===== config.mk =====
export PLATFORM = sky130hd
export DESIGN_NAME = alu_checker_fifo
export DESIGN_NICKNAME = d
export VERILOG_FILES = /design/src/rtl/alu_checker.sv
export SDC_FILE = /design/constraint.sdc
export NUM_CORES = 1
export LEC_CHECK = 0
export ABC_AREA = 1
export BUFFER_PORTS_ARGS = -buffer_cell sky130_fd_sc_hd__buf_4
export CAP_MARGIN = 20
export CORE_ASPECT_RATIO = 1.1
export CORE_UTILIZATION = 33
export CTS_CLUSTER_DIAMETER = 120
export CTS_CLUSTER_SIZE = 16
export DETAILED_ROUTE_END_ITERATION = 8
export PLACE_DENSITY = 0.51
export SLEW_MARGIN = 15
export SYNTH_ARGS = -nofsm -noshare
export SYNTH_HDL_FRONTEND = slang
export SYNTH_SLANG_ARGS = --single-unit
export TNS_END_PERCENT = 10

===== constraint.sdc =====
create_clock -name clk -period 1.9 [get_ports clk]
set_input_delay 0.095 -clock clk [delete_from_list [all_inputs] [get_ports clk]]
set_output_delay 0.095 -clock clk [all_outputs]
set_load 0.01 [all_outputs]

===== src/rtl/alu_checker.sv =====
// Self-checking ALU exerciser: issues LFSR operands, compares in-order results.
// Latency: operands offered the cycle after i_start; error count updates one cycle after a result.
// Backpressure: holds a/b/op while i_alu_ready is low; stops offering when the expected-result FIFO is full.

module alu_checker_fifo #(
    parameter int WIDTH = 32,
    parameter int DEPTH = 4
) (
    input  logic                       clk,
    input  logic                       rst,
    input  logic                       clr,
    input  logic                       push_vld,
    input  logic [WIDTH-1:0]           push_dat,
    input  logic                       pop_vld,
    output logic [WIDTH-1:0]           head_dat,
    output logic                       full,
    output logic                       empty,
    output logic [$clog2(DEPTH):0]     count
);
    localparam int AW = $clog2(DEPTH);

    logic [WIDTH-1:0] mem [DEPTH];
    logic [AW-1:0]    wr_ptr;
    logic [AW-1:0]    rd_ptr;

    assign head_dat = mem[rd_ptr];
    assign full     = (count == (AW+1)'(DEPTH));
    assign empty    = (count == '0);

    always_ff @(posedge clk) begin
        if (push_vld) begin
            mem[wr_ptr] <= push_dat;
        end
    end

    always_ff @(posedge clk or posedge rst) begin
        if (rst) begin
            wr_ptr <= '0;
            rd_ptr <= '0;
            count  <= '0;
        end else if (clr) begin
            wr_ptr <= '0;
            rd_ptr <= '0;
            count  <= '0;
        end else begin
            if (push_vld) begin
                wr_ptr <= wr_ptr + 1'b1;
            end
            if (pop_vld) begin
                rd_ptr <= rd_ptr + 1'b1;
            end
            case ({push_vld, pop_vld})
                2'b10:   count <= count + 1'b1;
                2'b01:   count <= count - 1'b1;
                default: count <= count;
            endcase
        end
    end
endmodule



==> flow_summary.json <==
{
  "fin_area_um2": 7060,
  "drt_iter0_drc": 268,
  "synth_enable_flop_cells": 128,
  "worstPathArrival_ns": 1.70,
  "grt_pass1_vias": 3510,
  "num-nets-final": 537,
  "fin_hold_ws_ns": 0.189,
  "drcViolationCount": 0,
  "vias": 3323,
  "seq_area_frac_synth": 0.774,
  "clkTransAtPathRegs_ns": 0.06,
  "htreeDepth": 4,
  "rsz0062_at_grt": "yes",
  "rrSetupSlack_ns": 0.33,
  "ys_warn_count": 0,
  "grt_usage": 0.155,
  "tightest_slew_ns": 0.326,
  "final-setup-viol-count": 0,
  "rr_worst_depth": 5,
  "numCtsBuffers": 17,
  "mappedNetlistNets": 414,
  "slew_violations": 0,
  "clock_skew_ns": 0.0104,
  "num_rows": 47,
  "tritoncts": "yes",
  "layout_commonest_cell": "edfxtp_1",
  "wirelength_um": 11700,
  "fin_crit_sh": 0.942,
  "setup_tns_ns": 0,
  "fillers": 1318,
  "drtAntennaViolNets": 0,
  "start_kind": "register",
  "yosysTopAreaCellShare": 0.741,
  "syn_avg_cell_area_um2": 14.0,
  "grt_pass1_wl_um": 18600,
  "max_slew_margin": 0.783,
  "numClockSinks": 135,
  "portBuffers": 73,
  "drv_cap": 0,
  "grt_max_degree": 66,
  "dp_hpwl_um": 7170,
  "final_cell_mix": "edfxtp_1 (128), buf_4 (82), nor2_1 (65)",
  "grt_antenna_before_repair": 0,
  "p_per_area_nw_per_um2": 1100,
  "place_inst": 635,
  "clk_path_buf_depth": 2,
  "max_freq_mhz": 559,
  "gp_congestion": 0.715,
  "first_pass_iters": 4,
  "die_h_um": 134,
  "synthXorXnorAreaFrac": 0,
  "syn2layout_area_growth_pct": 35.9,
  "wl_per_cell_um": 16.6,
  "viasPerCell": 4.72,
  "yosys_register_bits": 135,
  "vdd_drop_max_mv": 0.708,
  "yosys_most_used_dff": "edfxtp_1",
  "yosys.area_share.adder": 0.0135,
  "crit_type": "register to output port",
  "hold_violations": 0,
  "cts_root_buffer": "clkbuf_16",
  "core_region_area_um2": 15200,
  "synthMuxAreaShare": 0,
  "ys_types": 18,
  "rr_startpoint": "wr_ptr[0]",
  "placed_cell_area_um2": 6020,
  "synth_top_family_by_area": "compound AO/OA/AOI/OAI gates",
  "diodes": 0,
  "synthSimpleGateAreaFrac": 0.0685,
  "yosys.area.top_type": "edfxtp_1",
  "crit_family": "buffers and inverters",
  "ioPinCount": 74,
  "critical_path.cell_chain": "buf_12, o21ai_0, o22ai_1, buf_4",
  "status": "finished, final reports clean",
  "grt.overflow.total": 0,
  "synth_compound_area_frac": 0.106,
  "hold_path_class": "input port to async pin",
  "required_ns": 1.80,
  "mappedNetlistArea_um2": 5190,
  "start_util": 0.341,
  "syn_inst": 372,
  "worst-path-buf-inv": 2,
  "pre_cts_ws_ns": 0.328,
  "drive_gt1_frac": 0.244,
  "synth.area.top_cells": "edfxtp_1 (74%), nor2_1 (4.7%), o21ai_0 (4.5%), o22ai_1 (3.9%), dfrtp_1 (3.4%)",
  "setup_ws_ns": 0.110,
  "period_minus_slack_ns": 1.79,
  "final_cells": 704,
  "critPathMaxStageDelay_ns": 0.43,
  "power_leakage_uw": 0.00263,
  "die_area_um2": 16200,
  "end_kind": "output port",
  "crit_fanout": 65,
  "r2r_end": "mem[0][2]",
  "async_flop_share": 0.0519,
  "chipWidth_um": 122,
  "clkLatencyLatePin_ns": 0.42,
  "cp_slowest_cell": "dfrtp_2"
}
## tightest hold or removal path, delay by kind of cell
family | cells | cell delay, ns
buf+inv | 3 | 0.91
## power by group
group          total (uW)  internal (uW)  leakage [uW]  switching (uW)
clock                3520           2310      0.000307            1210
combinational         815            373       0.00105             442
sequential           3440           3390       0.00127            41.5
## routing by layer
layer  GRT usage  up-vias  routed length, um
li1            -     1612                  -
met1       0.196     1618               5330
met2       0.246       78               5690
met3      0.0458       15                497
met4      0.0652        0                207
met5           0        -                  0
## state kept, by name (all words and copies together) (netlist names)
signal	cells
count	3
mem	128
rd_ptr	2
wr_ptr	2
## cell families after synthesis
family | Yosys count
AO/OA/AOI/OAI | 102
adder cells (fa/ha/maj) | 5
buffers and inverters | 37
flip-flops | 135
AND/OR/NAND/NOR | 93
## cell usage after synthesis, types with 3 or more instances
| master | n |
|---|---|
| o21ai_0 | 47 |
| edfxtp_1 | 128 |
| buf_6 | 6 |
| nor2_1 | 65 |
| o22ai_1 | 32 |
| nand3_1 | 3 |
| o21ai_1 | 21 |
| dfrtp_1 | 7 |
| clkbuf_1 | 8 |
| inv_1 | 14 |
| ha_1 | 4 |
| nand2_1 | 23 |
| buf_2 | 6 |
## what timing repair did
action,in CTS,in global routing
hold buffers,36,0
setup buffers,0,0
setup endpoints to repair,8,11
resized for setup,1,4
gates cloned,0,1
endpoints found under the hold margin,140,0
## stage by stage
stage	utilization	power [uW]
floorplan	-	3850
global placement	0.396	4240
detailed placement	0.396	4250
CTS	0.461	7840
global route	0.463	8060
finish	0.463	7770
## worst max path at each step
stage              endpoint  cells after the start      start
6_report        head_dat[7]                      4  rd_ptr[0]
5_1_grt        head_dat[20]                      4  rd_ptr[0]
4_1_cts        head_dat[31]                      5  rd_ptr[1]
3_5_place_dp      mem[0][5]                      5  wr_ptr[0]
3_3_place_gp    head_dat[7]                      5  rd_ptr[0]
2_1_floorplan     mem[2][0]                      4  wr_ptr[0]
## layout make-up
type	count	area [um2]	share of cell area
clock inverter	15	209	0.0296
sequential	135	4020	0.570
clock buffer	17	425	0.0603
tap	196	245	0.0348
timing repair buffer	125	1110	0.158
inverter	16	67.6	0.00958
multi-input combinational	200	976	0.138
Note: power is estimated with default switching activity, not from simulation.
